File: src/rtl/load_store_unit.sv
// load_store_unit
//    RV32I load/store unit. It takes one core request at a time, checks
//    funct3 and alignment, and issues a single word-aligned memory access
//    with byte-lane strobes. It waits for the read data or the store ack
//    (with a timeout), then returns one response pulse carrying the
//    extended load data.
//
//    Ports
//       clk, rst_n        clock (rising edge); synchronous active-low reset
//       req_*             core request channel (valid/ready handshake)
//       mem_req/we/addr   memory request, held stable until mem_gnt
//       mem_wstrb/wdata   byte-lane enables and lane-positioned store data
//       mem_gnt           memory accepted the request
//       mem_rvalid/rdata  read data valid (or store ack) and read word
//       rsp_*             one-cycle result pulse; data, rd and err hold between pulses
//       busy              unit is not idle
module load_store_unit #(
   parameter int BIT_WIDTH      = 32,
   parameter int TIMEOUT_CYCLES = 255
) (
   input  logic                 clk,
   input  logic                 rst_n,
   input  logic                 req_valid,
   output logic                 req_ready,
   input  logic                 req_we,
   input  logic [2:0]           req_funct3,
   input  logic [BIT_WIDTH-1:0] req_addr,
   input  logic [BIT_WIDTH-1:0] req_wdata,
   input  logic [4:0]           req_rd,
   output logic                 mem_req,
   output logic                 mem_we,
   output logic [BIT_WIDTH-1:0] mem_addr,
   output logic [3:0]           mem_wstrb,
   output logic [BIT_WIDTH-1:0] mem_wdata,
   input  logic                 mem_gnt,
   input  logic                 mem_rvalid,
   input  logic [BIT_WIDTH-1:0] mem_rdata,
   output logic                 rsp_valid,
   output logic [BIT_WIDTH-1:0] rsp_rdata,
   output logic [4:0]           rsp_rd,
   output logic                 rsp_err,
   output logic                 busy
);

   localparam int CW = $clog2(TIMEOUT_CYCLES + 1);

   typedef enum logic [1:0] {
      S_IDLE = 2'd0,
      S_REQ  = 2'd1,
      S_WAIT = 2'd2,
      S_RESP = 2'd3
   } state_t;

   state_t                 state_q, state_d;
   logic [CW-1:0]          cnt_q, cnt_d;
   logic                   we_q, we_d;
   logic [2:0]             funct3_q, funct3_d;
   logic [1:0]             addr_lo_q, addr_lo_d;
   logic [4:0]             rd_q, rd_d;
   logic                   mem_req_q, mem_req_d;
   logic                   mem_we_q, mem_we_d;
   logic [BIT_WIDTH-1:0]   mem_addr_q, mem_addr_d;
   logic [3:0]             mem_wstrb_q, mem_wstrb_d;
   logic [BIT_WIDTH-1:0]   mem_wdata_q, mem_wdata_d;
   logic                   rsp_valid_q, rsp_valid_d;
   logic [BIT_WIDTH-1:0]   rsp_rdata_q, rsp_rdata_d;
   logic [4:0]             rsp_rd_q, rsp_rd_d;
   logic                   rsp_err_q, rsp_err_d;

   logic                   accept_s;
   logic                   legal_s;
   logic                   misal_s;
   logic                   bad_s;
   logic                   timeout_s;
   logic [3:0]             strb_s;
   logic [BIT_WIDTH-1:0]   wdata_s;
   logic [BIT_WIDTH-1:0]   lane_s;
   logic [BIT_WIDTH-1:0]   ext_s;

   assign accept_s  = req_valid && (state_q == S_IDLE);
   assign timeout_s = (cnt_q == CW'(TIMEOUT_CYCLES));
   assign bad_s     = !legal_s || misal_s;

   // Request decode: funct3 legality, alignment and store lane placement.
   always_comb begin
      legal_s = 1'b0;
      misal_s = 1'b0;
      strb_s  = 4'b0000;
      wdata_s = {BIT_WIDTH{1'b0}};
      case (req_funct3)
         3'b000: begin
            legal_s = 1'b1;
            strb_s  = 4'b0001 << req_addr[1:0];
            wdata_s = {4{req_wdata[7:0]}};
         end
         3'b001: begin
            legal_s = 1'b1;
            misal_s = req_addr[0];
            strb_s  = req_addr[1] ? 4'b1100 : 4'b0011;
            wdata_s = {2{req_wdata[15:0]}};
         end
         3'b010: begin
            legal_s = 1'b1;
            misal_s = (req_addr[1:0] != 2'b00);
            strb_s  = 4'b1111;
            wdata_s = req_wdata;
         end
         3'b100, 3'b101: begin
            // unsigned forms exist only for loads; halfword still needs alignment
            legal_s = !req_we;
            misal_s = req_funct3[0] && req_addr[0];
         end
         default: begin
            legal_s = 1'b0;
         end
      endcase
      if (!req_we) begin
         strb_s  = 4'b0000;
         wdata_s = {BIT_WIDTH{1'b0}};
      end else begin
         strb_s  = strb_s;
      end
   end

   // Load lane extraction and sign/zero extension from the latched size code.
   always_comb begin
      lane_s = mem_rdata >> {addr_lo_q, 3'b000};
      case (funct3_q)
         3'b000:  ext_s = {{24{lane_s[7]}}, lane_s[7:0]};
         3'b001:  ext_s = {{16{lane_s[15]}}, lane_s[15:0]};
         3'b100:  ext_s = {24'h000000, lane_s[7:0]};
         3'b101:  ext_s = {16'h0000, lane_s[15:0]};
         default: ext_s = lane_s;
      endcase
   end

   // Next-state logic.
   always_comb begin
      state_d = state_q;
      case (state_q)
         S_IDLE: begin
            if (accept_s) begin
               state_d = bad_s ? S_RESP : S_REQ;
            end else begin
               state_d = S_IDLE;
            end
         end
         S_REQ: begin
            if (mem_gnt) begin
               state_d = S_WAIT;
            end else begin
               state_d = S_REQ;
            end
         end
         S_WAIT: begin
            if (mem_rvalid || timeout_s) begin
               state_d = S_RESP;
            end else begin
               state_d = S_WAIT;
            end
         end
         S_RESP:  state_d = S_IDLE;
         default: state_d = S_IDLE;
      endcase
   end

   // Output / datapath next values; everything holds unless updated here.
   always_comb begin
      cnt_d       = cnt_q;
      we_d        = we_q;
      funct3_d    = funct3_q;
      addr_lo_d   = addr_lo_q;
      rd_d        = rd_q;
      mem_req_d   = mem_req_q;
      mem_we_d    = mem_we_q;
      mem_addr_d  = mem_addr_q;
      mem_wstrb_d = mem_wstrb_q;
      mem_wdata_d = mem_wdata_q;
      rsp_valid_d = 1'b0;
      rsp_rdata_d = rsp_rdata_q;
      rsp_rd_d    = rsp_rd_q;
      rsp_err_d   = rsp_err_q;
      case (state_q)
         S_IDLE: begin
            if (accept_s) begin
               we_d      = req_we;
               funct3_d  = req_funct3;
               addr_lo_d = req_addr[1:0];
               rd_d      = req_rd;
               if (bad_s) begin
                  // rejected before any memory access is issued
                  rsp_valid_d = 1'b1;
                  rsp_err_d   = 1'b1;
                  rsp_rdata_d = {BIT_WIDTH{1'b0}};
                  rsp_rd_d    = req_we ? 5'd0 : req_rd;
               end else begin
                  mem_req_d   = 1'b1;
                  mem_we_d    = req_we;
                  mem_addr_d  = {req_addr[BIT_WIDTH-1:2], 2'b00};
                  mem_wstrb_d = strb_s;
                  mem_wdata_d = wdata_s;
               end
            end else begin
               mem_req_d = 1'b0;
            end
         end
         S_REQ: begin
            if (mem_gnt) begin
               mem_req_d = 1'b0;
               cnt_d     = {CW{1'b0}};
            end else begin
               mem_req_d = 1'b1;
            end
         end
         S_WAIT: begin
            cnt_d = cnt_q + CW'(1);
            if (mem_rvalid) begin
               rsp_valid_d = 1'b1;
               rsp_err_d   = 1'b0;
               rsp_rdata_d = we_q ? {BIT_WIDTH{1'b0}} : ext_s;
               rsp_rd_d    = we_q ? 5'd0 : rd_q;
            end else if (timeout_s) begin
               rsp_valid_d = 1'b1;
               rsp_err_d   = 1'b1;
               rsp_rdata_d = {BIT_WIDTH{1'b0}};
               rsp_rd_d    = we_q ? 5'd0 : rd_q;
            end else begin
               rsp_valid_d = 1'b0;
            end
         end
         S_RESP: begin
            rsp_valid_d = 1'b0;
         end
         default: begin
            rsp_valid_d = 1'b0;
         end
      endcase
   end

   // State and registered outputs, synchronous active-low reset.
   always_ff @(posedge clk) begin
      if (!rst_n) begin
         state_q     <= S_IDLE;
         cnt_q       <= {CW{1'b0}};
         we_q        <= 1'b0;
         funct3_q    <= 3'b000;
         addr_lo_q   <= 2'b00;
         rd_q        <= 5'd0;
         mem_req_q   <= 1'b0;
         mem_we_q    <= 1'b0;
         mem_addr_q  <= {BIT_WIDTH{1'b0}};
         mem_wstrb_q <= 4'b0000;
         mem_wdata_q <= {BIT_WIDTH{1'b0}};
         rsp_valid_q <= 1'b0;
         rsp_rdata_q <= {BIT_WIDTH{1'b0}};
         rsp_rd_q    <= 5'd0;
         rsp_err_q   <= 1'b0;
      end else begin
         state_q     <= state_d;
         cnt_q       <= cnt_d;
         we_q        <= we_d;
         funct3_q    <= funct3_d;
         addr_lo_q   <= addr_lo_d;
         rd_q        <= rd_d;
         mem_req_q   <= mem_req_d;
         mem_we_q    <= mem_we_d;
         mem_addr_q  <= mem_addr_d;
         mem_wstrb_q <= mem_wstrb_d;
         mem_wdata_q <= mem_wdata_d;
         rsp_valid_q <= rsp_valid_d;
         rsp_rdata_q <= rsp_rdata_d;
         rsp_rd_q    <= rsp_rd_d;
         rsp_err_q   <= rsp_err_d;
      end
   end

   assign req_ready = (state_q == S_IDLE);
   assign busy      = (state_q != S_IDLE);
   assign mem_req   = mem_req_q;
   assign mem_we    = mem_we_q;
   assign mem_addr  = mem_addr_q;
   assign mem_wstrb = mem_wstrb_q;
   assign mem_wdata = mem_wdata_q;
   assign rsp_valid = rsp_valid_q;
   assign rsp_rdata = rsp_rdata_q;
   assign rsp_rd    = rsp_rd_q;
   assign rsp_err   = rsp_err_q;

endmodule

File: config.mk
export PLATFORM = sky130hd
export DESIGN_NAME = load_store_unit
export DESIGN_NICKNAME = d
export VERILOG_FILES = /design/src/rtl/load_store_unit.sv
export SDC_FILE = /design/constraint.sdc
export NUM_CORES = 1
export LEC_CHECK = 0
export CELL_PAD_IN_SITES_DETAIL_PLACEMENT = 2
export CELL_PAD_IN_SITES_GLOBAL_PLACEMENT = 2
export CORE_ASPECT_RATIO = 1.1
export CORE_MARGIN = 3
export CORE_UTILIZATION = 25
export DETAILED_ROUTE_END_ITERATION = 8
export PLACE_DENSITY = 0.81
export SYNTH_ARGS = -nofsm -noshare
export SYNTH_HDL_FRONTEND = slang
export SYNTH_SLANG_ARGS = --single-unit
File: constraint.sdc
create_clock -name clk -period 2.2 [get_ports clk]
set_input_delay 0.33 -clock clk [delete_from_list [all_inputs] [get_ports clk]]
set_output_delay 0.33 -clock clk [all_outputs]
set_load 0.01 [all_outputs]
==> results.md <==
- Mux cell area share after synthesis: 0.0784
- Total grt overflow: 0
- Port bufs: about 220
- Area after DPL: around 8600 sq um
- DR WL/cell: 20.6 microns
- Yosys top cell area share: 0.436
- Die H: approximately 170 microns
- Total chip power: ~7000 uW
- Setup WS post-layout: approximately 120 ps
- Ant diodes: 0
- Post-CTS Hold Fix Bufs: 0
- CP Capture Type: output port
- Placer Congestion: around 0.8
- Clock period minus worst slack: approximately 2100 ps
- Critical Path, Cell by Cell: or2_2 -> clkdlybuf4s50_1
- Total CTS buffers: 17
- Final period util: 0.944
- LEAKAGE: around 0.0033 uW
- Maximum buffer depth of the clock tree: 2
- Post-route ant nets: 0
- Residual DRC: 0
- Status: completed
- YS warnings: 0
- WHS Path Cells: 3
- Num rows: 58
- GRT Util Overall: 0.195
- Pre-CTS setup slack: -134 ps
- Clock transition at path regs: 60 ps
- Post-synth top flop: dfxtp_1
- Number of synthesized flops with an enable pin: 0
- Final Hold Vio Count: 0
- PD cells: between 700 and 800 nW/um^2
- Synth top area cells: dfxtp_1, a21oi_1, nand2_1
- Fraction of layout cells with a size suffix above 1: 0.110
- CP required: around 1900 ps
- Asr flop ratio synth: 0
- Final HPWL DP: approximately 18 mm
- Core box area: between 20000 and 25000 sq um
- Leading area contributor after synthesis: dfxtp_1
- WHS Endpoint: mem_addr[12]
- Drt first pass iters: 4
- Post-Place Cells: 1195
- Critical R2R Launch: state_q[1]
- Via-per-instance ratio: about 5
- Initial core utilization: 0.255
- Synthesized-area fraction occupied by adder cells: 0.00213
- Final wirelength: 25.2 mm
- Worst EP arrival: between 1500 and 2000 ps
- Initial antenna violation count: 1
- Critical Path Slowest Stage Cell: clkdlybuf4s50_1
- HP Class: in -> reg
- R2R Path End: rsp_rdata[24]
- Largest net degree at the start of global routing: 40
- Final instance area: 9240 sq um
- Hold Crit Start: req_addr[12]
- First-pass GRT wire length: 39.4 mm
- Detailed Route Iter0 Violations: approximately 240
- Simple-gate area share of the yosys netlist: 0.173
- Die footprint: approximately 25000 sq um
- Final Non-Filler Cells: ~1200
- Max incr delay on CP: ~560 ps
- Cells on worst reg2reg path: 6
- Post-synthesis compound-gate area fraction: 0.257
- Final setup viols: 0
- Io pins: roughly 220
- Via Count: ~6200
- WS Path Type: reg -> out
- Clock sinks: ~130
- Post-synth cell types: 63
- Worst slew pin tran: between 600 and 700 ps
- CTS Root Cell: clkbuf_16
- Slew HR: 0.576
- XOR/XNOR share of the synthesized area: 0
- Post-synthesis sequential area ratio: 0.436
- H-tree depth: 4
- Area Growth Syn to Fin: 57.4%
- Synth Instances: a little under 700
- TNS Setup: 0 ps
- Clock Skew: ~11 ps
- Unrepaired setup endpoints after global routing: no
- Post-Syn Area: 5870 sq um
- Chip Width: 152 microns
- MaxCap Viol Count: 0
- Fmax: 0.481 GHz
- Final slew viol count: 0
- Vias in the first global route: around 6800
- CTS tree: done
- Crit-path max FO: 8
- Number of synthesized register bits: around 130
- Nets: slightly above 1000
- Worst-Skew Late Latency: 420 ps
- Combinational family with the most area after synthesis: compound AO/OA/AOI/OAI gates
- Reg2reg setup slack: ~200 ps
- Startpoint types: register
- Post-Syn Area per Cell: ~8.5 sq um
- Peak supply drop: roughly 0.00047 V
-- cells in the final DEF, fill, tap and decap left out, drive strengths merged, types with 17 or more instances in the layout --
cell           synthesis  routed
a22oi                 24      24
dfxtp                128     128
clkdlybuf4s50          0     217
o21ai                 43      43
mux2i                 37      37
clkbuf                24      18
nor2                  43      43
a311oi                17      17
a21oi                 99      99
buf                   32      44
nand2                115     115
-- flip-flops by register name, summed over array words and instances, names as in the netlist --
name       cells
mem_we         1
rsp_rdata     32
funct3_q       3
rsp_rd         5
rsp_valid      1
we_q           1
addr_lo_q      2
rsp_err        1
mem_req        1
mem_addr      30
mem_wdata     32
state_q        2
rd_q           5
cnt_q          8
mem_wstrb      4
-- worst max path at each step --
stage,endpoint,from,slack (ps),depth (start not counted)
after CTS,busy,state_q[1],90,2
after global placement,rsp_rdata[29],req_funct3[0],-20,6
after floorplan,rsp_rdata[20],state_q[1],500,6
after global routing,busy,state_q[1],50,2
after detailed placement,rsp_rdata[24],req_funct3[0],-130,7
final,busy,state_q[1],120,2
-- area by class of cell --
| cell class | instances | area [sq um] |
|---|---|---|
| Clock inverter | 14 | 226 |
| Tap cell | 300 | 375 |
| Sequential cell | 128 | 2560 |
| Fill cell | 2516 | 13800 |
| Inverter | 6 | 23.8 |
| Timing Repair Buffer | 262 | 2600 |
| Multi-Input combinational cell | 499 | 3020 |
| Clock buffer | 18 | 439 |
-- power breakdown --
group / switching (uW) / internal [uW] / total [uW]
clock: 1170 / 2060 / 3240
combinational: 684 / 675 / 1360
sequential: 103 / 2450 / 2550
-- critical path: cells and delay by family (launching register included) --
| family | cells | cell delay [ps] |
|---|---|---|
| buf+inv | 1 | 560 |
| flops | 1 | 500 |
| simple gates | 1 | 270 |
-- cell families (layout without fill, tap and decap cells) --
kind of cell,after synthesis,in the layout
AOI/OAI and AO/OA,235,235
adders and majority gates,1,1
buffers and inverters,64,300
DFF,128,128
muxes,45,45
other,1,2
and+or+nand+nor,216,216
-- cell usage after synthesis (8+ instances only) --
library cell,number
dfxtp_1,128
nand2_1,115
a21oi_1,98
nor2_1,42
o21ai_0,40
mux2i_1,37
clkbuf_1,23
a22oi_1,21
buf_2,21
a311oi_1,17
nor2b_1,11
nand3b_1,10
o211ai_1,10
a2bb2oi_1,8
mux2_2,8
nand3_1,8
-- per-stage QoR --
stage | utilization | hold WS [ps]
2_1_floorplan | - | 432
3_3_place_gp | 0.373 | 439
3_5_place_dp | 0.373 | 452
4_1_cts | 0.402 | 437
5_1_grt | 0.402 | 448
6_report | 0.402 | 455
-- per-layer routing --
metal,part of all wire,track usage,up-vias
met5,0.00052,0,-
met4,0.015,0.0504,2
met3,0.076,0.0761,25
met2,0.51,0.348,181
met1,0.40,0.217,3047
li1,-,-,2932
-- timing repair --
| action | CTS | global route |
|---|---|---|
| endpoints found under the setup margin | 1 | 0 |
| setup buffers | 0 | 0 |
| gates resized for setup | 1 | 0 |
(Power assumes the default switching activity.)
